===== src/rtl/clk_time_uart_tx.sv =====
// clk_time_uart_tx: serial time reporter for the 12-hour BCD clock.
// Each seconds change (while ena=1) snapshots pm/hh/mm/ss and sends the line
// "HH:MM:SSAM\r\n" or "HH:MM:SSPM\r\n" as 8N1 UART bytes on txd.
// A trigger that arrives while a frame is in flight is held in a one-deep
// pending slot; only the latest such snapshot is kept.
// Optional build macro: CLK_TX_ZERO_BLANK_EN -- a leading hour digit of 0 is
// sent as a space instead of '0'. Frame length is unchanged.
//
// Handshake: the block has no valid/ready channel. busy is high from the first
// start-bit cycle up to the cycle frame_done pulses; frame_done is a one-cycle
// pulse coincident with busy falling. dbg_state exposes the FSM state encoding.
module clk_time_uart_tx #(
    parameter int CLKS_PER_BIT = 868
) (
    input  logic       clk,
    input  logic       reset,
    input  logic       ena,
    input  logic       pm,
    input  logic [7:0] hh,
    input  logic [7:0] mm,
    input  logic [7:0] ss,
    output logic       txd,
    output logic       busy,
    output logic       frame_done,
    output logic [2:0] dbg_state
);

    localparam int              CNT_W    = $clog2(CLKS_PER_BIT);
    localparam logic [CNT_W-1:0] CNT_LAST = CNT_W'(CLKS_PER_BIT - 1);

    // NEXT is the one-cycle frame priming state between a capture and the
    // first start bit; consecutive bytes inside a frame run back to back.
    typedef enum logic [2:0] {
        ST_IDLE  = 3'd0,
        ST_NEXT  = 3'd1,
        ST_START = 3'd2,
        ST_DATA  = 3'd3,
        ST_STOP  = 3'd4
    } state_t;

    state_t           r_state;
    logic             r_txd;
    logic             r_busy;
    logic             r_frame_done;
    logic [7:0]       r_prev_ss;
    logic [CNT_W-1:0] r_cnt;
    logic [2:0]       r_bit_idx;
    logic [3:0]       r_byte_idx;

    logic             r_snap_pm;
    logic [7:0]       r_snap_hh;
    logic [7:0]       r_snap_mm;
    logic [7:0]       r_snap_ss;

    logic             r_pending;
    logic             r_pend_pm;
    logic [7:0]       r_pend_hh;
    logic [7:0]       r_pend_mm;
    logic [7:0]       r_pend_ss;

    logic             w_trig;
    logic             w_bit_end;
    logic             w_frame_end;
    logic [7:0]       w_byte;

    // BCD nibble to ASCII; anything above 9 is shown as '?'.
    function automatic logic [7:0] f_digit(input logic [3:0] n);
        f_digit = (n > 4'd9) ? 8'h3F : {4'h3, n};
    endfunction

    assign w_trig      = ena && (ss != r_prev_ss);
    assign w_bit_end   = (r_cnt == CNT_LAST);
    assign w_frame_end = (r_state == ST_STOP) && w_bit_end && (r_byte_idx == 4'd11);

    // Character selected by the byte index from the active snapshot.
    always_comb begin
        w_byte = 8'h0A;
        unique case (r_byte_idx)
`ifdef CLK_TX_ZERO_BLANK_EN
            4'd0:    w_byte = (r_snap_hh[7:4] == 4'd0) ? 8'h20 : f_digit(r_snap_hh[7:4]);
`else
            4'd0:    w_byte = f_digit(r_snap_hh[7:4]);
`endif
            4'd1:    w_byte = f_digit(r_snap_hh[3:0]);
            4'd2:    w_byte = 8'h3A;
            4'd3:    w_byte = f_digit(r_snap_mm[7:4]);
            4'd4:    w_byte = f_digit(r_snap_mm[3:0]);
            4'd5:    w_byte = 8'h3A;
            4'd6:    w_byte = f_digit(r_snap_ss[7:4]);
            4'd7:    w_byte = f_digit(r_snap_ss[3:0]);
            4'd8:    w_byte = r_snap_pm ? 8'h50 : 8'h41;
            4'd9:    w_byte = 8'h4D;
            4'd10:   w_byte = 8'h0D;
            default: w_byte = 8'h0A;
        endcase
    end

    // Trigger detection, snapshot capture and the UART frame sequencer.
    always_ff @(posedge clk or negedge reset) begin
        if (!reset) begin
            r_state      <= ST_IDLE;
            r_txd        <= 1'b1;
            r_busy       <= 1'b0;
            r_frame_done <= 1'b0;
            r_prev_ss    <= 8'h00;
            r_cnt        <= '0;
            r_bit_idx    <= 3'd0;
            r_byte_idx   <= 4'd0;
            r_snap_pm    <= 1'b0;
            r_snap_hh    <= 8'h00;
            r_snap_mm    <= 8'h00;
            r_snap_ss    <= 8'h00;
            r_pending    <= 1'b0;
            r_pend_pm    <= 1'b0;
            r_pend_hh    <= 8'h00;
            r_pend_mm    <= 8'h00;
            r_pend_ss    <= 8'h00;
        end else begin
            r_prev_ss    <= ss;
            r_frame_done <= 1'b0;

            // A trigger during a frame overwrites the pending slot. The final
            // stop-bit edge is handled below so the new time starts directly.
            if (w_trig && (r_state != ST_IDLE) && !w_frame_end) begin
                r_pend_pm <= pm;
                r_pend_hh <= hh;
                r_pend_mm <= mm;
                r_pend_ss <= ss;
                r_pending <= 1'b1;
            end

            unique case (r_state)
                ST_IDLE: begin
                    if (w_trig) begin
                        r_snap_pm  <= pm;
                        r_snap_hh  <= hh;
                        r_snap_mm  <= mm;
                        r_snap_ss  <= ss;
                        r_pending  <= 1'b0;
                        r_byte_idx <= 4'd0;
                        r_state    <= ST_NEXT;
                    end else if (r_pending) begin
                        r_snap_pm  <= r_pend_pm;
                        r_snap_hh  <= r_pend_hh;
                        r_snap_mm  <= r_pend_mm;
                        r_snap_ss  <= r_pend_ss;
                        r_pending  <= 1'b0;
                        r_byte_idx <= 4'd0;
                        r_state    <= ST_NEXT;
                    end
                end
                ST_NEXT: begin
                    r_txd   <= 1'b0;
                    r_busy  <= 1'b1;
                    r_cnt   <= '0;
                    r_state <= ST_START;
                end
                ST_START: begin
                    if (w_bit_end) begin
                        r_cnt     <= '0;
                        r_bit_idx <= 3'd0;
                        r_txd     <= w_byte[0];
                        r_state   <= ST_DATA;
                    end else begin
                        r_cnt <= r_cnt + CNT_W'(1);
                    end
                end
                ST_DATA: begin
                    if (w_bit_end) begin
                        r_cnt <= '0;
                        if (r_bit_idx == 3'd7) begin
                            r_txd   <= 1'b1;
                            r_state <= ST_STOP;
                        end else begin
                            r_bit_idx <= r_bit_idx + 3'd1;
                            r_txd     <= w_byte[r_bit_idx + 3'd1];
                        end
                    end else begin
                        r_cnt <= r_cnt + CNT_W'(1);
                    end
                end
                ST_STOP: begin
                    if (w_bit_end) begin
                        r_cnt <= '0;
                        if (r_byte_idx == 4'd11) begin
                            r_busy       <= 1'b0;
                            r_frame_done <= 1'b1;
                            r_byte_idx   <= 4'd0;
                            if (w_trig) begin
                                r_snap_pm <= pm;
                                r_snap_hh <= hh;
                                r_snap_mm <= mm;
                                r_snap_ss <= ss;
                                r_pending <= 1'b0;
                                r_state   <= ST_NEXT;
                            end else if (r_pending) begin
                                r_snap_pm <= r_pend_pm;
                                r_snap_hh <= r_pend_hh;
                                r_snap_mm <= r_pend_mm;
                                r_snap_ss <= r_pend_ss;
                                r_pending <= 1'b0;
                                r_state   <= ST_NEXT;
                            end else begin
                                r_state <= ST_IDLE;
                            end
                        end else begin
                            r_byte_idx <= r_byte_idx + 4'd1;
                            r_txd      <= 1'b0;
                            r_state    <= ST_START;
                        end
                    end else begin
                        r_cnt <= r_cnt + CNT_W'(1);
                    end
                end
                default: begin
                    r_state <= ST_IDLE;
                end
            endcase
        end
    end

    assign txd        = r_txd;
    assign busy       = r_busy;
    assign frame_done = r_frame_done;
    assign dbg_state  = r_state;

endmodule


===== config.mk =====
export PLATFORM = sky130hd
export DESIGN_NAME = clk_time_uart_tx
export DESIGN_NICKNAME = d
export VERILOG_FILES = /design/src/rtl/clk_time_uart_tx.sv
export SDC_FILE = /design/constraint.sdc
export NUM_CORES = 1
export LEC_CHECK = 0
export ABC_AREA = 0
export BUFFER_PORTS_ARGS = -buffer_cell sky130_fd_sc_hd__buf_4
export CORE_AREA = 2 2 117 131
export CTS_BUF_LIST = sky130_fd_sc_hd__clkbuf_8
export DETAILED_ROUTE_END_ITERATION = 12
export DIE_AREA = 0 0 119 133
export HOLD_SLACK_MARGIN = 0.12
export PLACE_DENSITY_LB_ADDON = 0.12
export RECOVER_POWER = 25
export REMOVE_ABC_BUFFERS = 1
export SLEW_MARGIN = 10
export SYNTH_ARGS = -nofsm -noshare
export SYNTH_HDL_FRONTEND = slang
export SYNTH_SLANG_ARGS = --single-unit

===== constraint.sdc =====
create_clock -name clk -period 3.2 [get_ports clk]
set_clock_uncertainty 0.05 [all_clocks]
set_input_delay 0.64 -clock clk [delete_from_list [all_inputs] [get_ports clk]]
set_output_delay 0.64 -clock clk [all_outputs]
set_load 0.01 [all_outputs]

### Word-level counts from Yosys, hierarchy flattened

Index checks and enable logic that the tools add are counted.

* $add $sub $neg: 3
* magnitude comparators: 7
* equal/unequal tests: 26
* multiplexer cells: 69
* reductions and logical operators: 22

Operators by type and width (count)
* two-way mux 8 bit: 12
* case mux 7 bit (10 select lines): 1
* case mux 8 bit (2 select lines): 3
* two-way mux 4 bit: 10
* two-way mux 3 bit: 10
* greater-than comparator 4 bit, second input constant: 6
* two-way mux 1 bit: 22
* case mux 10 bit (2 select lines): 1
* == test 4 x 3 -> 1 bit, second input constant: 4
* == test 4 bit, second input constant: 4
* case mux 3 bit (5 select lines): 1
* != test 2 bit, second input constant: 6
* adder 10 x 1 -> 10 bit, second input constant: 1
* == test 10 bit, second input constant: 1
* two-way mux 10 bit: 1
* AND reduction 5 bit: 2
* AND reduction 3 bit: 3
* == test 4 x 2 -> 1 bit, second input constant: 2
* != test 8 bit: 1
* case mux 4 bit (2 select lines): 1
* nonzero test 2 bit: 4
* == test 3 x 2 -> 1 bit, second input constant: 2
* == test 3 bit, second input constant: 2
* case mux 1 bit (2 select lines): 3
* 20 further kinds: 24

* register bits: 82
* input bits: 28
* output and inout port bits: 6
* word-level logic and storage cells: 144

### Depth between registers and ports, before layout

Gate-level depths: netlist of the first run.

* depth in word-level cells: 11
* gate-level depth with buffers: 9
* mapped depth without buffers: 8

### Least setup slack after synthesis of the first run

OpenSTA, ideal clock, no wires.

* path type: register to register
* from: register r_byte_idx[0]
* to: register r_pend_hh[0]
* library setup time: 0.125 ns
* data arrival time: 1.910 ns
* data required time: 3.025 ns
* setup slack: 1.115 ns
* stages on the path, launching flop included: 9
* buffers on the path: 3
* period minus slack after synthesis: 2.085 ns
* path through: dfrtp_1 ha_1 buf_2 a2111o_1 nand3_2 nand2b_1 buf_6 buf_12 mux2_4

* longest elaborated chain between the ends: 4

Ends and longest elaborated chain
* from (decl): RTL line 48 `logic [3:0] r_byte_idx;`
* from (signal assigned): RTL line 207 `r_byte_idx <= r_byte_idx + 4'd1;`
* == test 4 bit: RTL line 73 `assign w_frame_end = (r_state == ST_STOP) && w_bit_end && (r_byte_idx == 4'd11);`
* logical AND 1 bit: RTL line 73
* zero test 1 bit: RTL line 124 `if (w_trig && (r_state != ST_IDLE) && !w_frame_end) begin`
* logical AND 1 bit: RTL line 124
* to (signal assigned): RTL line 126 `r_pend_hh <= hh;`
* to (decl): RTL line 57 `logic [7:0] r_pend_hh;`

No other way between the ends.
A chain may end at the register's enable or synchronous reset.

### Final worst setup path of the first run

* from: register r_byte_idx[0]
* to: register r_txd (netlist: txd)

* longest elaborated chain between the ends: 8
* elaborated cells between the ends (all ways): 22
* classes of those cells: 12 x eq/ne; 7 x mux; 3 x reduce/logical

Ends and longest elaborated chain
* == test 4 x 3 -> 1 bit / == test 4 x 2 -> 1 bit (equally long branches): RTL line 78 `unique case (r_byte_idx)`
* OR reduction 2 bit (no source line)
* case mux 7 bit (10 select lines): RTL line 78
* binary-select mux 1 bit (select 3 bit): RTL line 176 `r_txd <= w_byte[r_bit_idx + 3'd1];`
* two-way mux 1 bit (implied by the code): RTL line 176
* two-way mux 1 bit: RTL line 171 `if (r_bit_idx == 3'd7) begin`
* two-way mux 1 bit: RTL line 169 `if (w_bit_end) begin`
* case mux 1 bit (4 select lines): RTL line 132 `unique case (r_state)`
* to (signal assigned): RTL line 162 `r_txd <= w_byte[0];`
* to (signal assigned): RTL line 176
* to (decl): RTL line 42 `logic r_txd;`

Several ways; a longest one is shown, not always the timed one. The select of a mux whose other input is x is not followed.

==> results.ini, run 1 <==
[layout]
diodes = 0
n_fill_cell = 1517
drive_above_1_share = 0.184
multi_input_area_um2 = 2040
layout.nets = 475
finalNonFillerCells = 641
final_area_um2 = 4870
regArea_um2 = 2050
area_delta_synth_final_pct = 13.6

[synthesis]
yosysUniqueCellTypes = 52
synth-main-ff-cell = dfrtp_1
seq_area_frac_synth = 0.479
ys_seq_elements = 82
syn-cell-area_um2 = 4290
async_reset_ff_frac = 1.00
synthCells = 412
ys_warn_count = 0
syn_avg_cell_area_um2 = 10.4
synth-edff-count = 0

[clock_network]
cts_tree = done
htreeDepth = 3
hold_buffers = 0
insertion_delay_ps = 360
cts_sinks = 82
cts_resized = 0
clkTransAtPathRegs_ps = 90
postCtsSetupBuffers = 0
cts_buffer_depth = 2
cts_root_buffer = clkbuf_8
numCtsBuffers = 9

[sta]
period_minus_slack_ps = 2430
hold_ws_ps = 399
tightest_slew_ps = 2140
hold_viol_final = 0
final_max_slew_viol_count = 83
finalSetupViolations = 0
fmax_ghz = 0.411
relSlewSlack = -0.427
grt_setup_unrepaired = false
finalCritPeriodShare = 0.761

[drt]
wl_per_cell_um = 15.0
wl_um = 9610
drt_iter0_markers = 208
drc = 0
ant_nets = 0
vias = 3151
dr.pass1.iters = 4
viasPerCell = 4.92

[worst_setup_path]
cp-end-kind = flip-flop
cp_max_fo = 8
crit_family = compound AO/OA/AOI/OAI gates
cp_num_cells = 8
start_kind = flip-flop
r2r-end = txd
worstPathRequired_ps = 3440
crit_path_end = txd
path_buf_inv = 1
path_cells = inv_1 -> ha_1 -> a221oi_1 -> nor3_1 -> a2111oi_0 -> o21ai_0 -> a221oi_1 -> o21ai_0
critical_path_class = reg2reg
cp.arrival_ps = 2670
slowest_delay_ps = 480
cp-startpoint = r_byte_idx[0]
r2r_start = r_byte_idx[0]
r2r_slack_ps = 770
ff2ff_path_depth = 8
slowest_stage = dfrtp_1

[floorplanning]
dieArea_um2 = 15800
row_count = 47
die_h_um = 133
start_util = 0.293
ios = 34
die_w_um = 119
coreArea_um2 = 14600

[outcome]
violations = max-capacitance violations, max-slew violations
status = finished with violations

[grt]
grt_usage = 0.129
antenna_found_initial = 0
grt_pass1_vias = 3242
grt_pass1_wl_um = 16400
grt_overflow = 0
grt_max_degree = 83

[run]
drv_cap = 1

[placed_design]
dp.cells = 625
postPlaceCellArea_um2 = 4700
gp_congestion = 0.822
dp_hpwl_um = 6490
portBuffers = 33

[pwr]
leakage_nw = 2.11
totalPowerFinal_mw = 2.10
power_density_nw_per_um2 = 430
peakVddDrop_mv = 0.196

[hold_path]
min_path_type = in2reg
hp-start = ss[0]
hold_depth = 1

-- sequential cells by signal, indices dropped and copies added, names as in the netlist, 8 cells and up --
register and flops:
r_snap_mm 8, r_snap_hh 8, r_pend_mm 8, r_cnt 10
r_pend_ss 8, r_prev_ss 8, r_pend_hh 8, r_snap_ss 8
-- synthesized netlist by cell type, types with 5 or more instances --
library cell	count	share of area
mux2_2	6	0.016
nand3_1	10	0.012
nor2_1	16	0.014
inv_1	14	0.012
and3_1	5	0.0073
nand3b_1	5	0.0088
mux2_4	20	0.070
xnor2_1	11	0.022
nor3_1	10	0.012
nand4_1	8	0.012
a21oi_1	20	0.023
ha_1	7	0.020
o21ai_0	56	0.065
mux2i_1	26	0.061
dfrtp_1	81	0.47
clkbuf_1	7	0.0061
buf_2	8	0.0093
nand2_1	45	0.039
-- cells in the final DEF, fill, tap and decap left out, types with 3 or more instances in the layout --
master | netlist | final
ha_1 | 7 | 7
clkbuf_8 | 0 | 10
xnor2_1 | 11 | 11
a311oi_1 | 3 | 3
nand2_1 | 45 | 45
o22ai_1 | 4 | 4
inv_1 | 14 | 14
nand3_1 | 10 | 10
a21o_1 | 4 | 4
clkbuf_1 | 7 | 8
mux2i_1 | 26 | 26
a211oi_1 | 3 | 3
nor4_1 | 3 | 3
mux2_2 | 6 | 6
nand3b_1 | 5 | 5
o31ai_1 | 3 | 3
and3_1 | 5 | 5
o21ai_0 | 56 | 55
dfrtp_1 | 81 | 81
buf_4 | 4 | 30
nor2_1 | 16 | 16
nand4_1 | 8 | 8
a21oi_1 | 20 | 20
nor3_1 | 10 | 10
mux2_4 | 20 | 20
-- final cells by class --
type | instances | share of cell area
flip-flops and latches | 82 | 0.422
repair buffers | 40 | 0.0576
multi-input cells | 293 | 0.418
clock inverters | 6 | 0.0134
clock buffers | 10 | 0.0283
well taps | 196 | 0.0504
inverters | 14 | 0.0108
-- metrics by stage --
stage	setup TNS, ps	utilization	setup WS, ps
5_1_grt	0	0.333	541
4_1_cts	0	0.335	811
2_1_floorplan	-108910	-	-2210
3_3_place_gp	0	0.321	752
3_5_place_dp	0	0.321	709
6_report	0	0.333	766
-- power by group --
group	switching, mW	internal, mW	total [mW]
clock	0.401	0.383	0.784
combinational	0.0851	0.101	0.186
sequential	0.0358	1.09	1.13
total	0.522	1.57	2.10
-- worst register-to-register path: stages, from the launching register on --
cell,delay [ps]
dfrtp_1,480
inv_1,110
ha_1,330
a221oi_1,330
nor3_1,100
a2111oi_0,380
o21ai_0,190
a221oi_1,280
o21ai_0,120
-- routing by layer --
layer  GRT usage  wire (µm)  vias to the layer above
li1            -          -                     1542
met1       0.176       4800                     1550
met2       0.198       4390                       49
met3      0.0263        255                       10
met4      0.0569        162                        0
met5           0          0                        -
-- cells by family after synthesis --
family                     Yosys count  synth area share
AOI/OAI and AO/OA                  111             0.154
xor gates and xnor gates            11            0.0225
adders and majority gates            7            0.0204
buffers and inverters               37            0.0493
DFF                                 82             0.479
muxes                               52             0.147
and+or+nand+nor                    112             0.128
-- worst min path at each step --
stage              endpoint  slack (ps)
2_1_floorplan          busy         290
5_1_grt        r_prev_ss[5]         390
4_1_cts        r_prev_ss[5]         330
3_5_place_dp       r_cnt[9]         420
6_report       r_prev_ss[0]         400
3_3_place_gp   r_snap_mm[4]         420
No activity file was read; power rests on OpenSTA's default activity.
==> run 2, diff against run 1 <==
==> constraint.sdc (replaced) <==
create_clock -name clk -period 2.29 [get_ports clk]
set_clock_uncertainty 0.05 [all_clocks]
set_input_delay 0.458 -clock clk [delete_from_list [all_inputs] [get_ports clk]]
set_output_delay 0.458 -clock clk [all_outputs]
set_load 0.01 [all_outputs]
==> run 2 against run 1 <==
The flow now finishes without violations. Sequential share of layout area is 1.4 points lower. Final cell count is 1.7% higher. Clock power is 51% higher. Register-to-register slack worse by 610 ps. Count of clock-buffer cells in the layout stayed put. Final area is 3.5% higher. Sequential power is 39% higher. Combinational power is 46% higher. Fmax is 14% higher. Hold slack worse by 200 ps. Sequential cell count stayed put. Critical path depth is 1 lower. Largest cell class is now multi-input combinational cells.
==> results.ini, run 2 (same netlist as run 1, synthesis figures left out) <==
[drt]
wl_per_cell_um = 14.8  ; -1.0%
vias = 3217  ; +2.1%
drt_iter0_markers = 249  ; +20%
drc = 0  ; unchanged
ant_nets = 0  ; unchanged
dr.pass1.iters = 5  ; +1
viasPerCell = 4.93  ; +0.37%
wl_um = 9670  ; +0.68%

[clock_network]
htreeDepth = 3  ; unchanged
numCtsBuffers = 9  ; unchanged
clkTransAtPathRegs_ps = 80  ; about the same
cts_tree = done
postCtsSetupBuffers = 0  ; unchanged
cts_buffer_depth = 2  ; unchanged
insertion_delay_ps = 380  ; +20 ps
cts_root_buffer = clkbuf_8
cts_sinks = 82  ; unchanged

[worst_setup_path]
worstPathRequired_ps = 2500  ; -940 ps
start_kind = flip-flop
cp.arrival_ps = 2340  ; -330 ps
path_cells = ha_1 -> and4b_1 -> a41o_1 -> nand3_2 -> nand2b_2 -> buf_12 -> mux2_4
r2r_start = r_cnt[0]
critical_path_class = reg2reg
crit_family = simple AND/OR/NAND/NOR gates
slowest_stage = dfrtp_1
cp-end-kind = flip-flop
path_buf_inv = 1  ; unchanged
cp_max_fo = 14  ; +6
cp-startpoint = r_cnt[0]
slowest_delay_ps = 390  ; -90 ps

[floorplanning]
coreArea_um2 = 14600  ; unchanged
ios = 34  ; unchanged
row_count = 47  ; unchanged
start_util = 0.293  ; unchanged
die_w_um = 119  ; unchanged
die_h_um = 133  ; unchanged
dieArea_um2 = 15800  ; unchanged

[layout]
largest_register_ffs = 10  ; unchanged
drive_above_1_share = 0.215  ; +0.0306
layout_common_cells = dfrtp_1 (80), o21ai_0 (55), nand2_1 (45)
final_common_cell = dfrtp_1
top_register = r_cnt
area_delta_synth_final_pct = 17.6
final_area_um2 = 5040  ; +3.5%
layout.nets = 487  ; +2.5%
diodes = 0  ; unchanged

[sta]
hold_viol_final = 0  ; unchanged
final_max_slew_viol_count = 0  ; -100%
tightest_slew_ps = 1160  ; -985 ps
relSlewSlack = 0.229  ; +0.656
grt_setup_unrepaired = false
hold_ws_ps = 197  ; -202 ps
period_minus_slack_ps = 2130  ; -301 ps
fmax_ghz = 0.469  ; +14%
finalCritPeriodShare = 0.932  ; +0.171
finalSetupViolations = 0  ; unchanged

[placed_design]
postPlaceCellArea_um2 = 4830  ; +2.8%
gp_congestion = 0.822  ; about the same
portBuffers = 33  ; unchanged
dp_hpwl_um = 6870  ; +5.9%

[hold_path]
hp-start = ss[4]
min_path_type = in2reg

[grt]
antenna_found_initial = 0  ; unchanged
grt_overflow = 0  ; unchanged
grt_pass1_wl_um = 16300  ; -0.17%
grt_pass1_vias = 3123  ; -3.7%
grt_usage = 0.131  ; +0.00175
grt_max_degree = 83  ; unchanged

[pwr]
totalPowerFinal_mw = 3.03  ; +45%
power_density_nw_per_um2 = 601  ; +40%
leakage_nw = 2.19  ; +3.8%
peakVddDrop_mv = 0.264  ; +35%

[outcome]
status = finished, final reports clean

[run]
drv_cap = 0  ; -1

==> run 2: path summary, 6_finish.rpt <==
kind                                 end  slack (ps)  cells after the start
max                         r_pend_hh[5]         160                      7
min                         r_prev_ss[4]         200                      1
max reg2reg                 r_pend_hh[5]         160                      7
min reg2reg                     r_cnt[9]         430                      1
max in group asynchronous  r_byte_idx[0]         490                      3
min in group asynchronous   dbg_state[2]         930                      3
==> run 2: cell type report <==
| class | count | area [µm²] |
|---|---|---|
| flip-flops and latches | 82 | 2050 |
| clock inverters | 5 | 78.8 |
| repair buffers | 52 | 413 |
| fillers | 1500 | 9600 |
| well taps | 196 | 245 |
| inverters | 14 | 52.6 |
| clock buffers | 10 | 138 |
| multi-input cells | 293 | 2060 |
==> run 2: worst register-to-register path, stage by stage, from the launching register on <==
cell	delay, ps
dfrtp_1	390
ha_1	240
and4b_1	250
a41o_1	260
nand3_2	130
nand2b_2	180
buf_12	190
mux2_4	330
==> run 2: routing by layer <==
layer | routed length, µm | vias to the layer above | global-route usage
met5 | 0 | - | 0
met4 | 153 | 0 | 0.0562
met3 | 325 | 12 | 0.0336
met2 | 4620 | 50 | 0.205
met1 | 4570 | 1586 | 0.171
li1 | - | 1569 | -
==> run 2: stage by stage <==
step	setup TNS, ps	utilization	worst slack (ps)	std cells
2_1_floorplan	-150410	-	-2940	389
3_3_place_gp	0	0.330	106	636
3_5_place_dp	0	0.330	48.7	636
4_1_cts	0	0.345	38.5	652
5_1_grt	0	0.344	4.29	652
6_report	0	0.344	156	652
==> run 2: timing repair <==
action,in CTS,in global routing
setup endpoints to repair,0,1
hold endpoints to repair,81,0
hold buffers,1,0
gates resized for setup,0,6
==> run 2: power by group <==
part	switching, mW	total [mW]	internal (mW)
clock network	0.548	1.18	0.636
registers	0.0507	1.57	1.52
logic	0.122	0.272	0.151
==> run 3, diff against run 2 <==
--- a/config.mk
+++ b/config.mk
@@ -14,7 +14,6 @@
 export HOLD_SLACK_MARGIN = 0.12
 export PLACE_DENSITY_LB_ADDON = 0.12
 export RECOVER_POWER = 25
-export REMOVE_ABC_BUFFERS = 1
 export SLEW_MARGIN = 10
 export SYNTH_ARGS = -nofsm -noshare
 export SYNTH_HDL_FRONTEND = slang
==> run 3 against run 2 <==
Sequential power hardly changed. Largest power group unchanged. Register-to-register slack about the same. Final cell count grew 0.61%. Final area rose by 0.92%. Utilization grew 0.32 points. Routed wire length up 2.0%. Combinational power is essentially flat. First-iteration DRC count fell by 8.4%. Clock power is 12% higher. Count of clock-buffer cells in the layout did not move. Sequential cell count stayed put. Critical path type unchanged. Via count fell by 0.65%.
==> results.ini, run 3 (same netlist as run 1, synthesis figures left out) <==
[layout]
top_register = r_cnt
diodes = 0  ; unchanged
finalNonFillerCells = 656  ; +0.61%
area_delta_synth_final_pct = 18.7
post-route-util = 0.347  ; +0.00316
drive_above_1_share = 0.228  ; +0.0133
layout_common_cells = dfrtp_1 (79), o21ai_0 (55), nand2_1 (45)
largest_register_ffs = 10  ; unchanged
final_common_cell = dfrtp_1
layout.nets = 490  ; +0.62%

[floorplanning]
start_util = 0.293  ; unchanged
row_count = 47  ; unchanged
die_w_um = 119  ; unchanged
dieArea_um2 = 15800  ; unchanged
ios = 34  ; unchanged
coreArea_um2 = 14600  ; unchanged
die_h_um = 133  ; unchanged

[hold_path]
min_path_type = in2reg

[drt]
wl_met3_um = 266  ; -18%
met2_length_um = 4570  ; -1.1%
dr.pass1.iters = 4  ; -1
wl_um = 9860  ; +2.0%
drt-met1-wl_um = 4840  ; +5.7%
vias = 3196  ; -0.65%
ant_nets = 0  ; unchanged
wl_per_cell_um = 15.0  ; +1.4%
dr.max_layer_used = met4
viasPerCell = 4.87  ; -1.3%
drt_iter0_markers = 228  ; -8.4%
drc = 0  ; unchanged

[grt]
grt_usage = 0.134  ; +0.00295
antenna_found_initial = 0  ; unchanged
grt_pass1_wl_um = 16600  ; +1.6%
grt_pass1_vias = 3221  ; +3.1%
grt_overflow = 0  ; unchanged
grt_max_degree = 37  ; -55%

[sta]
grt_setup_unrepaired = true
hold_viol_final = 0  ; unchanged
hold_ws_ps = 204  ; +6.98 ps
fmax_ghz = 0.470  ; +0.39%
period_minus_slack_ps = 2130  ; -8.38 ps
finalCritPeriodShare = 0.928  ; -0.00366
tightest_slew_ps = 821  ; -335 ps
finalSetupViolations = 0  ; unchanged
relSlewSlack = 0.452  ; +0.223
final_max_slew_viol_count = 0  ; unchanged
timing.setup.tns_ps = 0  ; unchanged

[placed_design]
gp_congestion = 0.819  ; -0.29%
dp.cells = 639  ; +0.47%
portBuffers = 33  ; unchanged
dp_hpwl_um = 7100  ; +3.3%

[worst_setup_path]
start_kind = flip-flop
cp.arrival_ps = 2370  ; +30 ps
cp_max_fo = 8  ; -6
worstPathRequired_ps = 2540  ; +40 ps
critical_path_class = reg2reg
cp-end-kind = flip-flop

[clock_network]
cts_root_buffer = clkbuf_8
clkTransAtPathRegs_ps = 90  ; about the same
cts_sinks = 82  ; unchanged
postCtsSetupBuffers = 0  ; unchanged
insertion_delay_ps = 380  ; about the same
numCtsBuffers = 9  ; unchanged
cts_tree = done
htreeDepth = 3  ; unchanged
cts_buffer_depth = 2  ; unchanged

[pwr]
switching_power_uw = 738  ; +2.4%
totalPowerFinal_mw = 3.17  ; +4.5%
peakVddDrop_mv = 0.271  ; +2.6%
leakage_nw = 2.20  ; +0.33%
power.share.clock = 0.416  ; +0.025
seqPwrFrac = 0.497  ; -0.022
power_density_nw_per_um2 = 622  ; +3.6%
p_int_mw = 2.43  ; +5.2%
combPwrFrac = 0.087  ; -0.003
switching_share = 0.233  ; -0.00478

[run]
drv_cap = 0  ; unchanged

[synthesis]
synth_nets = 447

[outcome]
status = finished, final reports clean

run 3: cell count changes in the layout (fill, tap and decap cells not counted), moves of 2 or more:
cell        delta
clkinv_2       -2
buf_12         -2
ha_1           -2
clkinvlp_4     +2
buf_4          +5
run 3: path summary, 6_finish.rpt:
kind                               start            to  slack (ps)  depth (start not counted)
max                        r_byte_idx[0]           txd         160                          8
min                                ss[2]  r_prev_ss[2]         200                          1
max reg2reg                r_byte_idx[0]           txd         160                          8
min reg2reg                     r_cnt[9]      r_cnt[9]         430                          1
max in group asynchronous          reset           txd         480                          3
min in group asynchronous          reset      r_cnt[3]         640                          2
run 3: final cells by class:
type	count	area, µm²
Timing Repair Buffer	55	408
Inverter	14	52.6
Sequential cell	82	2060
Multi-Input combinational cell	293	2070
Clock buffer	10	138
Tap cell	196	245
Fill cell	1496	9560
Clock inverter	6	114
run 3: worst max-delay path: stages (launching register included):
cell       delay (ps)
dfrtp_2           420
inv_1              80
ha_2              250
a221oi_2          280
nor3_1             80
a2111oi_0         350
o21ai_0           160
a221oi_1          260
o21ai_0           120
run 3: through the flow:
step	instance area (µm²)	setup slack, ps
finish	5090	165
global route	5090	-0.0768
CTS	5090	89.8
detailed placement	4830	66.3
global placement	4830	116
floorplan	4290	205
run 3: layer usage:
metal	vias up	global-route usage
met5	-	0
met4	0	0.0622
met3	12	0.0259
met2	48	0.207
met1	1562	0.181
li1	1574	-
run 3: power groups by stage:
stage / combinational (mW) / sequential [mW] / clock, mW
after global routing: 0.308 / 1.58 / 1.44
after detailed placement: 0.291 / 1.60 / 0
after floorplan: 0.174 / 1.59 / 0
after global placement: 0.286 / 1.60 / 0
after CTS: 0.294 / 1.57 / 1.38
final: 0.275 / 1.57 / 1.32
run 3: what timing repair did:
action | 4_1_cts | 5_1_grt
hold buffers | 1 | 0
setup endpoints to repair | 0 | 3
hold endpoints to repair | 28 | 0
gates resized for setup | 0 | 10
